File: config.mk
export PLATFORM = sky130hd
export DESIGN_NAME = brick_field
export DESIGN_NICKNAME = d
export VERILOG_FILES = /design/src/rtl/brick_pkg.sv /design/src/rtl/brick_hit_test.sv /design/src/rtl/brick_field.sv
export SDC_FILE = /design/constraint.sdc
export NUM_CORES = 1
export LEC_CHECK = 0
export BUFFER_PORTS_ARGS = -buffer_cell sky130_fd_sc_hd__buf_2
export CORE_MARGIN = 3
export CORE_UTILIZATION = 30
export DETAILED_ROUTE_END_ITERATION = 7
export GPL_ROUTABILITY_DRIVEN = 0
export PLACE_DENSITY = 0.48
export SLEW_MARGIN = 20
export SYNTH_ARGS = -nofsm -noshare
export SYNTH_HDL_FRONTEND = slang
export SYNTH_SLANG_ARGS = --single-unit
File: constraint.sdc
create_clock -name clk -period 2.8 [get_ports clk]
set_input_delay 0.14 -clock clk [delete_from_list [all_inputs] [get_ports clk]]
set_output_delay 0.14 -clock clk [all_outputs]
set_load 0.01 [all_outputs]
File: src/rtl/brick_pkg.sv
// Shared brick-row geometry and FSM state encoding.
// Imported by the collision stage and the renderer.
package brick_pkg;

    localparam int NUM_BRICKS  = 5;
    localparam int BRICK_W     = 124;
    localparam int BRICK_H     = 20;
    localparam int BRICK_PITCH = 128;
    localparam int ROW_Y       = 4;
    localparam int BALL_SIZE   = 8;

    typedef enum logic [1:0] {
        IDLE,
        SCAN,
        REPORT
    } state_e;

    function automatic logic [10:0] brick_left(
        input logic [2:0] idx,
        input int         pitch
    );
        return 11'(idx) * 11'(pitch);
    endfunction

endpackage

File: src/rtl/brick_hit_test.sv
// Combinational ball-box vs brick-rectangle overlap test.
// Half-open intervals, 11-bit compares so ball_x+size never wraps.
module brick_hit_test
    import brick_pkg::*;
#(
    parameter int BRICK_W   = brick_pkg::BRICK_W,
    parameter int BRICK_H   = brick_pkg::BRICK_H,
    parameter int BALL_SIZE = brick_pkg::BALL_SIZE
) (
    input  logic [9:0]  ball_x_i,
    input  logic [9:0]  ball_y_i,
    input  logic [10:0] brick_x_i,
    input  logic [10:0] brick_y_i,
    output logic        overlap_o
);

    logic [10:0] bx;
    logic [10:0] by;
    logic        ovl_x;
    logic        ovl_y;

    assign bx = {1'b0, ball_x_i};
    assign by = {1'b0, ball_y_i};

    assign ovl_x = (bx < brick_x_i + 11'(BRICK_W)) &&
                   (bx + 11'(BALL_SIZE) > brick_x_i);
    assign ovl_y = (by < brick_y_i + 11'(BRICK_H)) &&
                   (by + 11'(BALL_SIZE) > brick_y_i);

    assign overlap_o = ovl_x && ovl_y;

endmodule

File: src/rtl/brick_field.sv
// Brick alive mask and once-per-frame collision scan.
// Clears at most one brick per frame (lowest index wins).
module brick_field
    import brick_pkg::*;
#(
    parameter int NUM_BRICKS  = brick_pkg::NUM_BRICKS,
    parameter int BRICK_W     = brick_pkg::BRICK_W,
    parameter int BRICK_H     = brick_pkg::BRICK_H,
    parameter int BRICK_PITCH = brick_pkg::BRICK_PITCH,
    parameter int ROW_Y       = brick_pkg::ROW_Y,
    parameter int BALL_SIZE   = brick_pkg::BALL_SIZE
) (
    input  logic                  clk,
    input  logic                  rst,
    input  logic                  frame_start,
    input  logic [9:0]            ball_x,
    input  logic [9:0]            ball_y,
    input  logic                  level_reload,
    output logic [NUM_BRICKS-1:0] alive,
    output logic                  check_done,
    output logic                  hit,
    output logic [2:0]            hit_index,
    output logic [7:0]            score,
    output logic                  all_cleared
);

    localparam logic [2:0] LAST = 3'(NUM_BRICKS - 1);

    state_e                state_q, state_d;
    logic [9:0]            bx_q, bx_d;
    logic [9:0]            by_q, by_d;
    logic [2:0]            idx_q, idx_d;
    logic                  found_q, found_d;
    logic [2:0]            hidx_q, hidx_d;
    logic [NUM_BRICKS-1:0] alive_q, alive_d;
    logic [7:0]            score_q, score_d;
    logic                  clr_q;
    logic                  overlap;

    brick_hit_test #(
        .BRICK_W   (BRICK_W),
        .BRICK_H   (BRICK_H),
        .BALL_SIZE (BALL_SIZE)
    ) u_hit (
        .ball_x_i  (bx_q),
        .ball_y_i  (by_q),
        .brick_x_i (brick_left(idx_q, BRICK_PITCH)),
        .brick_y_i (11'(ROW_Y)),
        .overlap_o (overlap)
    );

    // Next-state: scan sequencing, brick clearing, score, reload override
    always_comb begin
        state_d = state_q;
        bx_d    = bx_q;
        by_d    = by_q;
        idx_d   = idx_q;
        found_d = found_q;
        hidx_d  = hidx_q;
        alive_d = alive_q;
        score_d = score_q;
        unique case (state_q)
            IDLE: begin
                if (frame_start) begin
                    bx_d    = ball_x;
                    by_d    = ball_y;
                    idx_d   = 3'd0;
                    found_d = 1'b0;
                    state_d = SCAN;
                end
            end
            SCAN: begin
                if (!found_q && alive_q[idx_q] && overlap) begin
                    found_d        = 1'b1;
                    hidx_d         = idx_q;
                    alive_d[idx_q] = 1'b0;
                end
                if (idx_q == LAST) begin
                    state_d = REPORT;
                end else begin
                    idx_d = idx_q + 3'd1;
                end
            end
            REPORT: begin
                if (found_q && score_q != 8'hFF) begin
                    score_d = score_q + 8'd1;
                end
                state_d = IDLE;
            end
            default: state_d = IDLE;
        endcase
        if (level_reload) begin
            alive_d = '1;
            score_d = score_q;
            state_d = IDLE;
        end
    end

    // State and datapath registers, asynchronous active-low reset
    always_ff @(posedge clk or negedge rst) begin
        if (!rst) begin
            state_q <= IDLE;
            bx_q    <= '0;
            by_q    <= '0;
            idx_q   <= '0;
            found_q <= 1'b0;
            hidx_q  <= '0;
            alive_q <= '1;
            score_q <= '0;
            clr_q   <= 1'b0;
        end else begin
            state_q <= state_d;
            bx_q    <= bx_d;
            by_q    <= by_d;
            idx_q   <= idx_d;
            found_q <= found_d;
            hidx_q  <= hidx_d;
            alive_q <= alive_d;
            score_q <= score_d;
            clr_q   <= (alive_q == '0);
        end
    end

    assign check_done  = (state_q == REPORT) && !level_reload;
    assign hit         = check_done && found_q;
    assign hit_index   = hidx_q;
    assign alive       = alive_q;
    assign score       = score_q;
    assign all_cleared = clr_q;

endmodule
== Yosys cells after proc, flatten, opt, wreduce, memory -nomap -nowiden ==
Cells that the tools add are included.
Operators by class
  $add $sub $neg: 5
  magnitude comparators: 6
  eq/ne operators: 9
  mux-type cells: 17
  bitwise gates (word level): 3
  reductions and logical operators: 23
Operators by type and width (count)
  $add 10x4->11 const B: 2
  $mux 5: 3
  $add 10x7->11 const B: 1
  $gt 11x10->1: 1
  $gt 11x3->1 const B: 1
  $lt 10x11->1: 1
  $lt 10x5->1 const B: 1
  $logic_and 1x1->1: 9
  $reduce_and 3->1: 3
  $add 8x1->8 const B: 1
  $ne 8x8->1 const B: 1
  $reduce_and 2->1: 4
  $mux 2: 3
  $mux 3: 2
  $ne 2x2->1 const B: 3
  $ne 3x3->1 const B: 2
  $pmux 3 s2: 1
  $reduce_bool 2->1: 3
  $and 5x5->5: 1
  $logic_not 5->1: 1
  $not 5->5: 1
  $lt 3x4->1 const B: 1
  $mux 1: 4
  $pmux 2 s2: 1
  other kinds (11): 12
Storage, ports and cells
  register bits after elaboration: 43
  input port bits: 24
  output and inout bits: 19
  word-level logic and storage cells: 72

== Logic depth before layout (Yosys ltp) ==
Gate-level depths: netlist of run 1.
  depth in word-level cells: 9
  gate-level depth with buffers: 10
  depth with buffers taken out: 10

== Cells and area by module ==
From an unflattened synthesis of run 1, not the netlist that was laid out.
Second synthesis, totals
  cells, all modules: 328
  area, all modules: 3198.1 um^2
Modules (own cells, without submodules)
  brick_field: times used 1, cells an instance 151, area each 1876.8 um^2, sequential area each 1082.3 um^2
  brick_hit_test: times used 1, cells an instance 177, area each 1321.3 um^2, sequential area each 0.0 um^2

== Least setup slack after synthesis of run 1 ==
No wires, ideal clock.
  path type: reg-to-reg
  from: reg bx_q[3]
  to: reg hidx_q[0], in the netlist hit_index[0]
  setup time: 0.125 ns
  arrival: 2.268 ns
  required time: 2.675 ns
  path slack: 0.408 ns
  stages on the path, launching flop included: 11
  path buffers: 0
  clock period less this slack: 2.392 ns
  cells stage by stage: dfrtp_1 ha_1 nand3_1 nor2_1 xor2_1 ha_1 nor4bb_1 nand3_1 o22a_1 o211ai_2 mux2_2
Between the ends
  cells in the longest elaborated chain, start to end: 6
  elaborated cells on any way between the ends: 7
  classes of those cells: 1 x add/sub; 2 x order compare; 4 x reduce/logical
Ends and longest elaborated chain
  start, declared: RTL line brick_field.sv:30  | logic [9:0] bx_q, bx_d;
  start signal, assigned: RTL line brick_field.sv:103  | bx_q <= '0;
  start signal, assigned: RTL line brick_field.sv:113  | bx_q <= bx_d;
  $add 10x4->11: RTL line brick_hit_test.sv:26  | (bx + 11'(BALL_SIZE) > brick_x_i);
  $gt 11x10->1: RTL line brick_hit_test.sv:26
  $logic_and 1x1->1 *: RTL line brick_hit_test.sv:25  | assign ovl_x = (bx < brick_x_i + 11'(BRICK_W)) &&
  $logic_and 1x1->1 *: RTL line brick_hit_test.sv:30  | assign overlap_o = ovl_x && ovl_y;
  $logic_and 1x1->1 *: RTL line brick_field.sv:73  | if (!found_q && alive_q[idx_q] && overlap) begin
  $reduce_and 2->1 (no source line) *
  end signal, assigned: RTL line brick_field.sv:117  | hidx_q <= hidx_d;
  end, declared: RTL line brick_field.sv:34  | logic [2:0] hidx_q, hidx_d;
Every way passes the cells marked *; elsewhere a longest branch is shown, timed or not.
A chain may end at the register's enable or synchronous reset.

== Worst setup path after layout of run 1 ==
  from: reg bx_q[3]
  to: reg hidx_q[1], in the netlist hit_index[1]
Same word-level chain as after synthesis.

==> results.toml, run 1 <==
[synth]
synth_common_cells = "38 x dfrtp_1, 25 x mux2_2, 12 x ha_1"
ys_seq_area_share_pct = 50.64
synth_seq_cells = 43
ys_types = 40
synth.yosys.warnings = 0
synthArstFlopShare_pct = 100.0
yosysTopAreaCellShare_pct = 44.50
ys.flop_type = "dfrtp_1"
syn_nets = 208
synth.area.top_cells = "dfrtp_1 44%, mux2_2 13%, ha_1 7.0%"
syn_inst = 172
avgSynthCellArea_um2 = 12.42
netlist_area_mm2 = 0.002137
synth.most_common_cell = "dfrtp_1"
synth_edf_count = 0
yosysTopAreaCell = "dfrtp_1"

[drt]
vias = 1428
drt_iter0_drc = 75
ant_nets = 0
wl_per_cell_um = 13.50
wl_um = 4278
post_drt_via_cell_ratio = 4.505
dr.pass1.iters = 3
drc_errors = 0

[layout]
syn_to_final_growth_pct = 19.32
num-nets-final = 256
num_antenna_cells = 0
multiInputGateArea_mm2 = 0.001011
fill_cells = 693
postLayoutCoreUtil_pct = 37.12
seqCellArea_mm2 = 0.001082
drive_above_1_share_pct = 39.82

[die]
dieArea_mm2 = 0.008172
fp.dieH_um = 90.40
start_util_pct = 31.11
std_cell_rows = 30
core_mm2 = 0.006869
die_w_um = 90.40
ios = 43

[sta]
whs_ns = -0.005791
rsz0062_at_grt = "no"
tns_ns = 0
clock.fmax_mhz = 390.8
layout_min_cycle_time_ns = 2.559
worstMarginPinSlew_ns = 0.9683
clock_skew_ns = 0.004348
slew_headroom_pct = 35.45
drv_slew = 0
hold_violations = 3
post-route-period-util_pct = 91.38
setup_viol = 0

[run_status]
status = "finished with violations"
violations = "negative hold slack"

[clock_network]
ctsResizeCount = 0
cts_buffer_depth = 2
cts-root-buf = "clkbuf_8"
ctsHoldBuffers = 0
cts_tree = "built"
insertion_delay_ns = 0.29
cts_buffers = 5
post-cts-setup-buffers = 0
ctsHtreeMaxLevel = 2
clk_pin_slew_ns = 0.08
cts_sinks = 43

[worst_setup_path]
setup.worst_path.end_class = "flop"
worstSetupPathType = "flop to flop"
critPathArrivalTime_ns = 2.74
cp_max_fo = 5
cp.required_ns = 2.98
cp-start-kind = "flop"
rrSetupSlack_ns = 0.24

[global_routing]
grt_pass1_wl_um = 7500
grtUsageTotal_pct = 11.36
globalRouteOverflowTotal = 0
grt_pass1_vias = 1495
antenna_found_initial = 0
grt_start_max_net_pins = 44

[pwr]
swShare_pct = 29.19
combPwrFrac_pct = 22.6
p_leak_nw = 1.140
p_switching_uw = 421.5
clock_power_share_pct = 26.5
powerDensity_mw_per_mm2 = 566.3
pwr-share-seq_pct = 50.9
peakVddDrop_mv = 0.2438
internal_power_mw = 1.022

[place]
place_hpwl_um = 3089
portBuffers = 42

[job]
drv_cap = 0

[hold_path]
hold_path.class = "primary input to asynchronous set/reset pin"
## cells in the final DEF, fill, tap and decap left out, drive strengths merged
cell type,count
nand4,3
a21boi,1
o2111ai,1
a22o,1
and3,1
nor3,6
inv,6
mux2,25
nor4bb,2
nand2,9
or2,1
o21a,2
xor2,6
o32a,4
and4bb,1
nor4,1
nor2,7
ha,12
and2,1
a2111oi,1
o211ai,2
dfstp,5
clkbuf,7
o21ai,3
xnor2,6
dfrtp,38
nand4bb,1
nand2b,1
nor3b,2
a21oi,3
buf,45
or4,1
a21o,2
mux4,1
clkinv,1
nand3,8
nor2b,3
o22a,1
## routing by layer
| layer | global-route usage, % | wire length [um] | vias up |
|---|---|---|---|
| met5 | 0 | 0 | - |
| met3 | 3.250 | 186 | 4 |
| met2 | 16.93 | 1959 | 30 |
| met4 | 3.444 | 40 | 0 |
| met1 | 15.96 | 2092 | 675 |
| li1 | - | - | 719 |
## logic make-up (layout without fill, tap and decap cells)
logic type,count (synthesis),in the layout,synth area share (%)
DFF,43,43,50.64
AOI/OAI and AO/OA,21,21,8.489
and+or+nand+nor,48,48,12.53
buffers and inverters,10,59,2.166
adders and majority gates,12,12,7.026
muxes,26,26,14.23
xor gates and xnor gates,12,12,4.918
## layout make-up
class | instances | area share [%]
clock inverter | 1 | 0.1963
inverter | 6 | 0.8832
clock buffer | 7 | 2.993
timing repair buffer | 45 | 9.127
sequential | 43 | 42.44
multi-input combinational | 119 | 39.65
tap | 96 | 4.710
## state kept, by name (all words and copies together), names as in the netlist
signal       count
alive            5
all_cleared      1
by_q            10
idx_q            3
state_q          2
hit_index        3
score            8
found_q          1
bx_q            10
## worst max-delay path, cell delays in order (launching register included)
cell and delay, ns:
dfrtp_1 0.42, ha_1 0.23, nand3_1 0.15, nor2_1 0.08, xor2_1 0.14, ha_1 0.29
nor4bb_1 0.21, nand3_1 0.10, o22a_1 0.21, o211ai_2 0.26, mux2_2 0.36
## path summary, 6_finish.rpt
| path | cells after the start | end | startpoint |
|---|---|---|---|
| min reg2reg | 1 | state_q[0] | state_q[1] |
| max | 10 | hit_index[1] | bx_q[3] |
| min in group clk | 2 | by_q[5] | ball_y[5] |
| min | 1 | bx_q[6] | rst |
| max reg2reg | 10 | hit_index[1] | bx_q[3] |
| max in group asynchronous | 1 | bx_q[8] | rst |
## power by group through the flow
stage | logic (mW) | registers [mW] | clock network (mW)
2_1_floorplan | 0.231 | 0.743 | 0
3_3_place_gp | 0.331 | 0.749 | 0
3_5_place_dp | 0.330 | 0.750 | 0
4_1_cts | 0.333 | 0.737 | 0.403
5_1_grt | 0.375 | 0.747 | 0.427
6_report | 0.326 | 0.735 | 0.383
## stage by stage
| step | instance area (um2) | worst slack, ns | power, mW | cells |
|---|---|---|---|---|
| after detailed placement | 2469 | 0.2313 | 1.080 | 309 |
| final | 2550 | 0.2413 | 1.444 | 317 |
| after global routing | 2550 | 0.05099 | 1.548 | 317 |
| after global placement | 2469 | 0.2648 | 1.080 | 309 |
| after CTS | 2550 | 0.2229 | 1.473 | 317 |
| after floorplan | 2137 | 0.4076 | 0.9732 | 172 |
(Power assumes the default switching activity.)
==> run 2, diff against run 1 <==
--- a/config.mk
+++ b/config.mk
@@ -8,6 +8,7 @@
 export BUFFER_PORTS_ARGS = -buffer_cell sky130_fd_sc_hd__buf_2
 export CORE_MARGIN = 3
 export CORE_UTILIZATION = 30
+export CTS_BUF_LIST = sky130_fd_sc_hd__clkbuf_8
 export DETAILED_ROUTE_END_ITERATION = 7
 export GPL_ROUTABILITY_DRIVEN = 0
 export PLACE_DENSITY = 0.48
==> constraint.sdc (replaced) <==
create_clock -name clk -period 2.8 [get_ports clk]
set_input_delay 0.28 -clock clk [delete_from_list [all_inputs] [get_ports clk]]
set_output_delay 0.28 -clock clk [all_outputs]
set_load 0.01 [all_outputs]
==> run 2 against run 1 <==
Net effect: the flow now finishes without violations; critical path type unchanged; count of clock-buffer cells in the layout down 2; largest cell class unchanged; maximum frequency is essentially flat; clock power down 2%; cell count stayed put; total power fell by 0.49%; hold slack improved by 0.14 ns; global-route usage unchanged; die area did not move; non-clock buffer count did not move; sequential cell count unchanged; sequential share of layout area did not move.
==> results.toml, run 2 (same netlist as run 1, synthesis figures left out) <==
[run_status]
status = "complete, no violations"

[pwr]
pwr-share-seq_pct = 51.2
internal_power_mw = 1.015
swShare_pct = 29.35
peakVddDrop_mv = 0.2433
p_leak_nw = 1.148
powerDensity_mw_per_mm2 = 563.5
p_switching_uw = 421.7
power_mw = 1.437
clock_power_share_pct = 26.2
combPwrFrac_pct = 22.7

[place]
portBuffers = 42
pre_cts_slack_ns = 0.2313
dp_cells = 309
place_hpwl_um = 3089

[clock_network]
cts_buffer_depth = 2
cts_sinks = 43
ctsHoldBuffers = 0
ctsHtreeMaxLevel = 2
insertion_delay_ns = 0.29
ctsResizeCount = 0
post-cts-setup-buffers = 0
cts-root-buf = "clkbuf_8"
cts_tree = "built"
clk_pin_slew_ns = 0.08
cts_buffers = 5

[global_routing]
use_met1_pct = 15.96
grt_pass1_vias = 1495
use_met3_pct = 3.250
grt_start_max_net_pins = 44
busiest_layer = "met2"
globalRouteOverflowTotal = 0
grtUsageTotal_pct = 11.36
grt_pass1_wl_um = 7500
grt_util_met2_pct = 16.93
antenna_found_initial = 0

[worst_setup_path]
cp_cell_sequence = "ha_1 > nand3_1 > nor2_1 > xor2_1 > ha_1 > nor4bb_1 > nand3_1 > o22a_1 > o211ai_2 > mux2_2"
reg2reg_depth = 10
rr_endpoint = "hit_index[1]"
cp-start-kind = "flop"
cp-startpoint = "bx_q[3]"
worstSetupPathType = "flop to flop"
r2r-start = "bx_q[3]"
crit_slowest_cell = "dfrtp_1"
setup.worst_path.end_class = "flop"
cp.required_ns = 2.98
cp_max_fo = 5
critPathArrivalTime_ns = 2.74
rrSetupSlack_ns = 0.24
critPathMaxStageDelay_ns = 0.42

[sta]
hold_violations = 0
clock.fmax_mhz = 390.9
slew_headroom_pct = 35.46
post-route-period-util_pct = 91.37
layout_min_cycle_time_ns = 2.558
rsz0062_at_grt = "no"
setup_ws_ns = 0.2417
tns_ns = 0
setup_viol = 0
worstMarginPinSlew_ns = 0.9682
clock_skew_ns = 0.004349
drv_slew = 0

[die]
ios = 43
dieArea_mm2 = 0.008172
fp.dieH_um = 90.40
die_w_um = 90.40
std_cell_rows = 30
start_util_pct = 31.11
core_mm2 = 0.006869

[drt]
wl_um = 4277
vias = 1430
wl_per_cell_um = 13.49
drt_iter0_drc = 76
dr.pass1.iters = 3
post_drt_via_cell_ratio = 4.511
ant_nets = 0
drc_errors = 0

[layout]
num-nets-final = 256
layout.cells.most_common = "buf_2"
syn_to_final_growth_pct = 19.32
final_cells = 317
num_antenna_cells = 0
final_cell_mix = "42 x buf_2, 38 x dfrtp_1, 25 x mux2_2"
drive_above_1_share_pct = 39.82

[job]
drv_cap = 0

[hold_path]
hold_path.class = "primary input to asynchronous set/reset pin"
-- run 2: cell types whose count changed in the layout (fill, tap and decap cells not counted) --
cell      delta
clkbuf_1     -2
inv_1        +2
-- run 2: metal layers --
layer  wire, um  part of all wire [%]
met5          0                     0
met4         40                  0.94
met3        186                   4.3
met2       1960                    46
met1       2090                    49
-- run 2: worst max-delay path by stage --
stage                    to  depth (start not counted)
2_1_floorplan  hit_index[0]                         10
4_1_cts        hit_index[1]                         10
5_1_grt        hit_index[2]                         10
3_5_place_dp   hit_index[1]                         10
6_report       hit_index[1]                         10
3_3_place_gp   hit_index[1]                         10
-- run 2: power by group through the flow --
stage	Clock [mW]	Combinational, mW	Sequential [mW]
after floorplan	0	0.231	0.743
after global placement	0	0.331	0.749
after detailed placement	0	0.330	0.750
after CTS	0.396	0.333	0.737
after global routing	0.420	0.375	0.747
final	0.376	0.326	0.735
-- run 2: cell type report --
| class | instances | area, um2 |
|---|---|---|
| clock buffer | 5 | 68.82 |
| tap | 96 | 120.1 |
| fill | 693 | 4319 |
| multi-input combinational | 119 | 1011 |
| timing repair buffer | 45 | 232.7 |
| clock inverter | 3 | 12.51 |
| inverter | 6 | 22.52 |
| sequential | 43 | 1082 |
-- run 2: critical path, delay by kind of cell, from the launching register on --
kind            cells  cell delay, ns
flops               1            0.42
simple gates        4            0.54
compound gates      2            0.47
xor+xnor            1            0.14
fa+ha+maj           2            0.52
mux                 1            0.36
-- run 2: stage by stage --
step           hold WS (ns)  utilization, %  instance area [um2]
6_report             0.1341           37.12                 2550
5_1_grt              0.2081           37.12                 2550
4_1_cts              0.1876           37.12                 2550
3_5_place_dp         0.4750           35.94                 2469
3_3_place_gp         0.4776           35.94                 2469
2_1_floorplan      -0.01559               -                 2137
